$ cat src/rtl/vga_timing_gen_if.sv
// Scan-position bus between the VGA timing generator (master) and its consumer (slave).
interface vga_timing_gen_if;
    logic       start;
    logic [9:0] pixel_x;
    logic [9:0] pixel_y;
    logic       video_on;
    logic       hsync;
    logic       vsync;
    logic       line_tick;
    logic       frame_tick;
    logic [7:0] frame_cnt;

    modport master (
        input  start,
        output pixel_x, pixel_y, video_on, hsync, vsync, line_tick, frame_tick, frame_cnt
    );

    modport slave (
        output start,
        input  pixel_x, pixel_y, video_on, hsync, vsync, line_tick, frame_tick, frame_cnt
    );
endinterface

$ cat src/rtl/vga_timing_gen.sv
// VGA raster timing generator: pixel/line counters with registered syncs and ticks.
// Optional frame counter is built only when FRAME_CNT_EN is defined.
module vga_timing_gen #(
    parameter int unsigned H_ACTIVE = 640,
    parameter int unsigned H_FP     = 16,
    parameter int unsigned H_SYNC   = 96,
    parameter int unsigned H_BP     = 48,
    parameter int unsigned V_ACTIVE = 480,
    parameter int unsigned V_FP     = 10,
    parameter int unsigned V_SYNC   = 2,
    parameter int unsigned V_BP     = 33
) (
    input  logic              clk_div,
    input  logic              rst_n,
    vga_timing_gen_if.master  bus
);

    localparam int unsigned H_TOTAL = H_ACTIVE + H_FP + H_SYNC + H_BP;
    localparam int unsigned V_TOTAL = V_ACTIVE + V_FP + V_SYNC + V_BP;

    localparam logic [9:0] H_LAST     = 10'(H_TOTAL - 1);
    localparam logic [9:0] V_LAST     = 10'(V_TOTAL - 1);
    localparam logic [9:0] H_ACT      = 10'(H_ACTIVE);
    localparam logic [9:0] V_ACT      = 10'(V_ACTIVE);
    localparam logic [9:0] H_SYNC_BEG = 10'(H_ACTIVE + H_FP);
    localparam logic [9:0] H_SYNC_END = 10'(H_ACTIVE + H_FP + H_SYNC);
    localparam logic [9:0] V_SYNC_BEG = 10'(V_ACTIVE + V_FP);
    localparam logic [9:0] V_SYNC_END = 10'(V_ACTIVE + V_FP + V_SYNC);

    logic [9:0] x_q, y_q;
    logic [9:0] x_nxt, y_nxt;
    logic       video_on_q, hsync_q, vsync_q, line_tick_q, frame_tick_q;
    logic       at_origin;

    // Next scan position; decodes below use it so they line up with the new counters.
    always_comb begin
        x_nxt = x_q + 10'd1;
        y_nxt = y_q;
        if (x_q == H_LAST) begin
            x_nxt = '0;
            y_nxt = (y_q == V_LAST) ? '0 : y_q + 10'd1;
        end
    end

    assign at_origin = (x_nxt == '0) && (y_nxt == '0);

    always_ff @(posedge clk_div or negedge rst_n) begin
        if (!rst_n) begin
            x_q          <= H_LAST;
            y_q          <= V_LAST;
            video_on_q   <= 1'b0;
            hsync_q      <= 1'b1;
            vsync_q      <= 1'b1;
            line_tick_q  <= 1'b0;
            frame_tick_q <= 1'b0;
        end else if (bus.start) begin
            x_q          <= x_nxt;
            y_q          <= y_nxt;
            video_on_q   <= (x_nxt < H_ACT) && (y_nxt < V_ACT);
            hsync_q      <= !((x_nxt >= H_SYNC_BEG) && (x_nxt < H_SYNC_END));
            vsync_q      <= !((y_nxt >= V_SYNC_BEG) && (y_nxt < V_SYNC_END));
            line_tick_q  <= (x_nxt == '0);
            frame_tick_q <= at_origin;
        end else begin
            // Frozen scan: position and syncs hold, ticks only mark real advances.
            line_tick_q  <= 1'b0;
            frame_tick_q <= 1'b0;
        end
    end

    assign bus.pixel_x    = x_q;
    assign bus.pixel_y    = y_q;
    assign bus.video_on   = video_on_q;
    assign bus.hsync      = hsync_q;
    assign bus.vsync      = vsync_q;
    assign bus.line_tick  = line_tick_q;
    assign bus.frame_tick = frame_tick_q;

`ifdef FRAME_CNT_EN
    logic [7:0] frame_cnt_q;

    // Counts in step with frame_tick, wrapping naturally at 8 bits.
    always_ff @(posedge clk_div or negedge rst_n) begin
        if (!rst_n) begin
            frame_cnt_q <= '0;
        end else if (bus.start && at_origin) begin
            frame_cnt_q <= frame_cnt_q + 8'd1;
        end
    end

    assign bus.frame_cnt = frame_cnt_q;
`else
    assign bus.frame_cnt = 8'd0;
`endif

endmodule

$ cat src/flat_wrapper.sv
// flat-port wrapper written by rule: the top's interface ports become plain ports
module vga_timing_gen_flat 
#(
    parameter int unsigned H_ACTIVE = 640,
    parameter int unsigned H_FP     = 16,
    parameter int unsigned H_SYNC   = 96,
    parameter int unsigned H_BP     = 48,
    parameter int unsigned V_ACTIVE = 480,
    parameter int unsigned V_FP     = 10,
    parameter int unsigned V_SYNC   = 2,
    parameter int unsigned V_BP     = 33
)
  (clk_div, rst_n, bus_start, bus_pixel_x, bus_pixel_y, bus_video_on, bus_hsync, bus_vsync, bus_line_tick, bus_frame_tick, bus_frame_cnt);
  vga_timing_gen_if bus_i ();
  input  logic clk_div;
  input  logic rst_n;
  input wire logic [$bits(bus_i.start)-1:0] bus_start;
  output wire logic [$bits(bus_i.pixel_x)-1:0] bus_pixel_x;
  output wire logic [$bits(bus_i.pixel_y)-1:0] bus_pixel_y;
  output wire logic [$bits(bus_i.video_on)-1:0] bus_video_on;
  output wire logic [$bits(bus_i.hsync)-1:0] bus_hsync;
  output wire logic [$bits(bus_i.vsync)-1:0] bus_vsync;
  output wire logic [$bits(bus_i.line_tick)-1:0] bus_line_tick;
  output wire logic [$bits(bus_i.frame_tick)-1:0] bus_frame_tick;
  output wire logic [$bits(bus_i.frame_cnt)-1:0] bus_frame_cnt;
  assign bus_i.start = bus_start;
  assign bus_pixel_x = bus_i.pixel_x;
  assign bus_pixel_y = bus_i.pixel_y;
  assign bus_video_on = bus_i.video_on;
  assign bus_hsync = bus_i.hsync;
  assign bus_vsync = bus_i.vsync;
  assign bus_line_tick = bus_i.line_tick;
  assign bus_frame_tick = bus_i.frame_tick;
  assign bus_frame_cnt = bus_i.frame_cnt;
  vga_timing_gen #(.H_ACTIVE(H_ACTIVE), .H_FP(H_FP), .H_SYNC(H_SYNC), .H_BP(H_BP), .V_ACTIVE(V_ACTIVE), .V_FP(V_FP), .V_SYNC(V_SYNC), .V_BP(V_BP)) u_core (.clk_div(clk_div), .rst_n(rst_n), .bus(bus_i));
endmodule
$ cat config.mk
export PLATFORM = sky130hd
export DESIGN_NAME = vga_timing_gen_flat
export DESIGN_NICKNAME = d
export VERILOG_FILES = /design/src/rtl/vga_timing_gen_if.sv /design/src/rtl/vga_timing_gen.sv /design/src/flat_wrapper.sv
export SDC_FILE = /design/constraint.sdc
export NUM_CORES = 1
export LEC_CHECK = 0
export ABC_AREA = 1
export BUFFER_PORTS_ARGS = -buffer_cell sky130_fd_sc_hd__buf_4
export CAP_MARGIN = 15
export CELL_PAD_IN_SITES_DETAIL_PLACEMENT = 0
export CELL_PAD_IN_SITES_GLOBAL_PLACEMENT = 1
export CORE_MARGIN = 2
export CORE_UTILIZATION = 39
export DETAILED_ROUTE_END_ITERATION = 8
export PLACE_DENSITY_LB_ADDON = 0.1
export SLEW_MARGIN = 20
export SYNTH_ARGS = -nofsm -noshare
export SYNTH_HDL_FRONTEND = slang
export SYNTH_SLANG_ARGS = --single-unit
export TNS_END_PERCENT = 100
$ cat constraint.sdc
create_clock -name clk_div -period 2.46 [get_ports clk_div]
set_clock_uncertainty 0.15 [all_clocks]
set_input_delay 0.492 -clock clk_div [delete_from_list [all_inputs] [get_ports clk_div]]
set_output_delay 0.492 -clock clk_div [all_outputs]
set_load 0.01 [all_outputs]
# Word level (Yosys, flattened, before mapping)
# Cells that the tools add are included.
# Widths: inputs -> output; s select.
# word_totals
register_bits	25
input_bits	3
output_inout_bits	33
# classes
n_addsub	2
n_lt_le_gt_ge	6
n_eq_ne	2
muxes	5
reduce_logical	8
# op_table
cell	n
$mux 10	3
$add 10x1->10 const B	2
$eq 10x10->1 const B	2
$logic_not 10->1	2
$lt 10x10->1 const B	2
$lt 10x9->1 const B	2
$ge 10x10->1 const B	1
$ge 10x9->1 const B	1
$logic_and 1x1->1	4
$logic_not 1->1	2
$mux 1	2

# Longest topological paths before layout
# Gate-level depths: netlist (run 1).
# logic_depth
ltp_word	6
mapped_depth	14
ltp_nobuf	14

# Least setup slack after synthesis (run 1)
# OpenSTA, ideal clock, no wires.
# synth_timing
kind	register -> register
from	reg u_core.x_q[0] (netlist: u_core.bus.pixel_x[0])
to	reg u_core.vsync_q (netlist: u_core.bus.vsync)
setup_time_ns	0.072
arrival_time_ns	1.816
required_ns	2.238
path_slack_ns	0.422
stages_incl_launch_ff	15
path_buffers	0
period_less_slack_ns	2.038
path_cell_list	dfstp_2 ha_1 nand2_2 nor2_4 nand2_4 nor2_8 nand2_1 nand2_1 nand2_1 nor2_1 nand3_1 clkinv_1 nand3_1 nand2_1 inv_1
# synth_between
elab_chain_cells	5
word_cells_on_any_way	6
# synth_rtl
element	line_no	rtl
start, declared	vga_timing_gen.sv:30	logic [9:0] x_q, y_q;
start signal, assigned	vga_timing_gen.sv:57	x_q <= x_nxt;
$eq 10x10->1 (*)	vga_timing_gen.sv:39	if (x_q == H_LAST) begin
$mux 10 (*)	vga_timing_gen.sv:39	
$ge 10x9->1 / $lt 10x9->1 (equally long branches)	vga_timing_gen.sv:61	vsync_q <= !((y_nxt >= V_SYNC_BEG) && (y_nxt < V_SYNC_END));
$logic_and 1x1->1 (*)	vga_timing_gen.sv:61	
$logic_not 1->1 (*)	vga_timing_gen.sv:61	
end signal, assigned	vga_timing_gen.sv:61	
end, declared	vga_timing_gen.sv:32	logic video_on_q, hsync_q, vsync_q, line_tick_q, frame_tick_q;
# Mark *: on every way between the ends. The rest lies on a longest branch, timed or not.
# A chain may end at the register's enable or synchronous reset.

# Worst setup path after layout (run 1)
# layout_timing
from	reg u_core.x_q[1] (netlist: u_core.bus.pixel_x[1])
to	reg u_core.vsync_q (netlist: u_core.bus.vsync)
# Same word-level chain as after synthesis.

==> metrics.txt, run 1 <==
routability cong. 0.8535; first-pass GRT wire length 7541 um; area grow syn2layout 16.57%; drt drc 0; CTS tree yes; core outline area approximately 0.0044 sq mm; prevailing post-synth register cell dfrtp_1; EDFF count, synth 0; mapped cell area 0.001812 sq mm; Core Util, Final 47.85%; Max transition margin 62.90%; first-iteration detailed-routing DRC count 120; remaining antenna violation count 0; Pwr per Cell Area 713.2 mW/mm^2; routed len/inst 13.15 um; vias in the first global route 1600; max cap viols 0; Starting Density 41.04%; GR Util All Layers between 10% and 20%; part of the cycle the worst path needs approximately nine tenths; Worst Max-Slew Pin Slew approximately 560 ps; die height just over 70 um; Slew Viols, Final 0; drt first pass iters 4; later-pin clock latency in the skew report 270 ps; startpoint types flop; largest net degree at the start of global routing 26; WL final 4575 um; number of nets in the final layout 304; share of layout cells above drive strength 1 23.65%; initial antenna violation count 0; post-layout min period 2262 ps; Max clock buf depth 2; fmax approximately 0.44 GHz; outcome finished clean; Distinct cells, synth 29; full die area 0.005206 sq mm; Num CTS Buffers 3; clock slew at reported path FFs around 100 ps; LEAKAGE 0.001044 uW; Synth Instances 265; ANT cells 0; global route overflow 0; unrepaired setup endpoints after global routing no; Area after DPL 0.002018 sq mm; Top Ports 36; DP HPWL 3403 um; post_cts resized 0; sequential share of the synthesized area 35.36%; Die X 72.16 um; DR vias 1676; Critical Path Fanout Max 8; CTS sink cnt 25; IO buf count 27; drt via density a little under 5; CTS H-tree depth 1; Worst EP required around 2500 ps; CP Capture Type flop; VDD IR max 0.4061 mV; Synth async-reset ratio 100.0%; Post-Syn Area per Cell approximately 6.8 sq um; Core Rows 24; Setup TNS 0 ps; design area 0.002112 sq mm; synth warn 0; final hold violation count 0; WP data arrival 2330 ps; Crit Path Category flop to flop; synthesized flop and latch total 25; HP Class flop to flop; Setup-failing EPs final 0; Clock Tree Root clkbuf_8
layer usage:
layer	vias up	part of all wire, %	global-route usage, %
li1	884	-	-
met1	769	52	26.24
met2	21	45	29.56
met3	2	2.4	3.333
met4	0	0.37	2.516
met5	-	0	0
power breakdown:
group / total [uW] / switching (uW) / leakage (uW) / internal (uW)
Clock: 262 / 143 / 0.0000261 / 119
Sequential: 668 / 141 / 0.000299 / 527
Combinational: 576 / 338 / 0.000719 / 237
path summary, 6_finish.rpt:
| path | start | to | slack [ps] | cells past startpoint |
|---|---|---|---|---|
| worst min register to register | u_core.bus.hsync | u_core.bus.hsync | 340 | 2 |
| worst max-delay path | u_core.bus.pixel_x[1] | u_core.bus.vsync | 200 | 13 |
| worst min-delay path | u_core.bus.hsync | u_core.bus.hsync | 340 | 2 |
| worst max register to register | u_core.bus.pixel_x[1] | u_core.bus.vsync | 200 | 13 |
| min in group asynchronous | rst_n | u_core.bus.pixel_x[6] | 510 | 2 |
| max in group asynchronous | rst_n | u_core.bus.pixel_y[2] | 1350 | 2 |
cells by family after synthesis:
family,after synthesis,share of synthesized area [%]
and+or+nand+nor,161,41.02
buffers and inverters,45,12.08
AOI/OAI and AO/OA,28,8.081
DFF,25,35.36
adders and majority gates,4,2.763
xor gates and xnor gates,1,0.4835
other,1,0.2070
cells in the mapped netlist, types with 2 or more instances:
cell type,n,area [sq um]
nand4_1,6,37.54
buf_4,9,67.56
a21oi_1,2,10.01
nor2_2,4,25.02
dfrtp_1,13,325.3
o21ai_0,23,115.1
nand3_1,26,130.1
dfstp_2,12,315.3
clkbuf_1,4,15.01
nand2_1,82,307.8
nand2_2,9,56.30
nor2_1,22,82.58
ha_1,4,50.05
nor3_1,5,25.02
inv_1,29,108.9
nand3_2,2,20.02
registers in the layout, summed over array words and instances, names as in the netlist:
name                   count
u_core.bus.vsync           1
u_core.bus.pixel_x        10
u_core.bus.pixel_y        10
u_core.bus.frame_tick      1
u_core.bus.video_on        1
u_core.bus.hsync           1
u_core.bus.line_tick       1
through the flow:
stage               hold slack, ps  cells  worst slack, ps  total power, uW
floorplan                    46.41    272            421.8             1025
global placement             272.1    339            134.8             1259
detailed placement           277.0    339            158.6             1251
CTS                          347.5    344            142.2             1520
global route                 356.0    348            1.553             1641
finish                       344.8    348            197.9             1506
timing repair:
action,4_1_cts,5_1_grt
setup buffers,0,3
hold buffers,1,0
endpoints found under the hold margin,13,0
setup endpoints to repair,0,3
critical path, stage by stage, from the launching register on:
cell and delay [ps]:
dfstp_2 600, ha_1 230, nand2_2 80, nor2_4 140
nand2_4 110, nor2_8 160, buf_4 150, nand3_2 50
nand2_2 90, nand2_1 60, nor2_1 180, nand3_1 100
nand2_1 70, inv_1 40
area by class of cell:
type	instances	area, sq um
inverter	31	116.4
sequential	25	640.6
clock inverter	1	8.758
fill	480	2302
tap	52	65.06
clock buffer	3	41.29
multi-input combinational	203	989.7
timing repair buffer	33	250.2
cell usage in the layout (no fill, tap or decap), drive strengths merged, types with 2 or more instances in the layout:
cell type / Yosys / layout
a21oi: 2 / 2
buf: 10 / 32
clkbuf: 4 / 3
conb: 1 / 8
dfrtp: 13 / 13
dfstp: 12 / 12
ha: 4 / 4
inv: 30 / 31
nand2: 92 / 92
nand3: 28 / 28
nand4: 6 / 6
nor2: 28 / 29
nor3: 6 / 6
o21ai: 23 / 23
Note: power is estimated with default switching activity, not from simulation.
==> run 2, diff against run 1 <==
- CELL_PAD_IN_SITES_DETAIL_PLACEMENT: 0 -> 2
- CELL_PAD_IN_SITES_GLOBAL_PLACEMENT: 1 -> 2
- CORE_UTILIZATION: 39 -> 30
==> run 2 against run 1 <==
Sequential share of layout area fell by 0.62 points. Largest cell class unchanged. Final cell count rose by 7.5%. Fmax rose by 0.55%. Power rose by 2.2%. Critical path depth did not move. Via count rose by 9.1%. Global-route usage rose by 0.42 points. Flip-flop and latch count did not move. Critical path type unchanged. Largest power group unchanged.
==> metrics.txt, run 2 (same netlist as run 1, synthesis figures left out) <==
Multi-input gate area 992.2 sq um (+0.25%); IO buf count 27 (unchanged); final hold violation count 0 (unchanged); post-layout min period 2250 ps (-12.30 ps); CTS tree yes; register area 643.1 sq um (+0.39%); Core Util, Final 36.78% (-11 points); GR Util All Layers 18.74% (+0.42 points); total power 1539 uW (+2.2%); Logic pwr share 40.4% (+2.2 points); CTS H-tree depth 1 (unchanged); Critical Path Fanout Max 7 (-1); P_sw 651.6 uW (+4.6%); first-iteration detailed-routing DRC count 44 (-63%); Starting Density 30.78% (-10 points); Pwr per Cell Area 711.2 mW/mm^2 (-0.28%); switch share 42.33% (+0.96 points); r2r setup slk 210 ps (about the same); Max clock buf depth 2 (unchanged); outcome finished clean; area grow syn2layout 19.48%; clock slew at reported path FFs 90 ps (about the same); P_int 887.8 uW (+0.52%); unrepaired setup endpoints after global routing no; global route overflow 0 (unchanged); Max stage delay on crit path 550 ps (-50 ps); Setup crit start u_core.bus.pixel_x[1]; sequential power share 43.5% (-0.9 points); Num CTS Buffers 3 (unchanged); DR vias 1828 (+9.1%); routability cong. 0.7657 (-10%); max cap viols 0 (unchanged); Worst EP required 2530 ps (about the same); later-pin clock latency in the skew report 270 ps (about the same); FF-to-FF Start u_core.bus.pixel_x[1]; full die area 0.006677 sq mm (+28%); LEAKAGE 0.001056 uW (+1.2%); # fillers 748 (+56%); drt drc 0 (unchanged); CP Capture Type flop; R2R Path End u_core.bus.vsync; WL final 5884 um (+29%); remaining antenna violation count 0 (unchanged); Crit Path Category flop to flop; routed len/inst 15.73 um (+20%); Max transition margin 62.92% (about the same); Worst path slowest cell dfstp_2; commonest non-fill, non-tap cell in the layout nand2_1; fmax 0.4445 GHz (+0.55%); HP Class flop to flop; WP data arrival 2320 ps (about the same); Clock Tree Root clkbuf_8; Worst Max-Slew Pin Slew 555.5 ps (-0.2819 ps); first-pass GRT wire length 9632 um (+28%); Core Rows 28 (+17%); vias in the first global route 1908 (+19%); Die X 81.71 um (+13%); number of nets in the final layout 307 (+0.99%); startpoint types flop; initial antenna violation count 0 (unchanged); drt first pass iters 2 (-2); Critical Path Sink u_core.bus.vsync; CTS sink cnt 25 (unchanged); part of the cycle the worst path needs 91.46% (-0.50 points); share of layout cells above drive strength 1 25.42% (+1.8 points); DP HPWL 4551 um (+34%); die height 81.71 um (+13%); largest net degree at the start of global routing 26 (unchanged); most frequent cells in the layout nand2_1, buf_4, inv_1; core outline area 0.005886 sq mm (+33%); ANT cells 0 (unchanged); Slew Viols, Final 0 (unchanged); clock share of power 16.1% (-1.3 points); VDD IR max 0.3727 mV (-8.2%); FF-to-FF path depth 13 (unchanged); drt via density 4.888 (+1.5%); CP Cell Sequence ha_1 -> nand2_2 -> nor2_4 -> nand2_4 -> nor2_8 -> buf_4 -> nand3_2 -> nand2_2 -> nand2_1 -> nor2_1 -> nand3_1 -> nand2_1 -> inv_1; Setup TNS 0 ps (unchanged); Setup-failing EPs final 0 (unchanged); Top Ports 36 (unchanged)
==> run 2: metal layers <==
| layer | track usage, % | share of wire (%) | vias up |
|---|---|---|---|
| met3 | 1.319 | 1.6 | 2 |
| met5 | 0 | 0 | - |
| li1 | - | - | 893 |
| met2 | 35.33 | 52 | 17 |
| met1 | 23.72 | 46 | 916 |
| met4 | 3.000 | 0.41 | 0 |
==> run 2: repair_timing <==
| action | CTS | global route |
|---|---|---|
| resized for setup | 0 | 3 |
| setup buffers | 0 | 5 |
| hold buffers | 1 | 0 |
| hold endpoints to repair | 13 | 0 |
| endpoints found under the setup margin | 0 | 3 |
==> run 2: through the flow <==
stage                     setup WS [ps]  std cells  hold slack (ps)  cell area [sq um]
after floorplan                   421.8        272            46.41               1838
after global routing              8.977        374            387.0               2165
after CTS                         78.34        368            368.0               2111
after global placement            169.2        363            277.7               2054
after detailed placement          83.70        363            279.6               2054
final                             210.2        374            359.7               2165
==> run 2: layout make-up <==
class	count	share of cell area (%)
clock buffers	3	1.908
clock inverters	1	0.2312
inverters	31	5.376
multi-input cells	203	45.84
flip-flops and latches	25	29.71
well taps	75	4.335
repair buffers	36	12.60
==> run 2: power by group through the flow <==
stage	clock, uW	sequential (uW)	combinational, uW
floorplan	0	671	354
global placement	0	675	623
detailed placement	0	680	632
CTS	259	673	636
global route	277	690	709
finish	248	670	622
==> run 2: critical path, delay by kind of cell (launching register included) <==
| family | cells | cell delay (ps) |
|---|---|---|
| adder cells (fa/ha/maj) | 1 | 210 |
| flip-flops | 1 | 550 |
| AND/OR/NAND/NOR | 10 | 1090 |
| buffers and inverters | 2 | 190 |
==> run 2: worst min-delay path by stage <==
stage	slack, ps	startpoint	end	depth (start not counted)
floorplan	50	rst_n	u_core.bus.frame_tick	0
global placement	280	rst_n	u_core.bus.pixel_x[7]	1
detailed placement	280	rst_n	u_core.bus.pixel_y[0]	1
CTS	370	u_core.bus.hsync	u_core.bus.hsync	2
global route	390	bus_start	u_core.bus.pixel_x[2]	3
finish	360	u_core.bus.hsync	u_core.bus.hsync	2
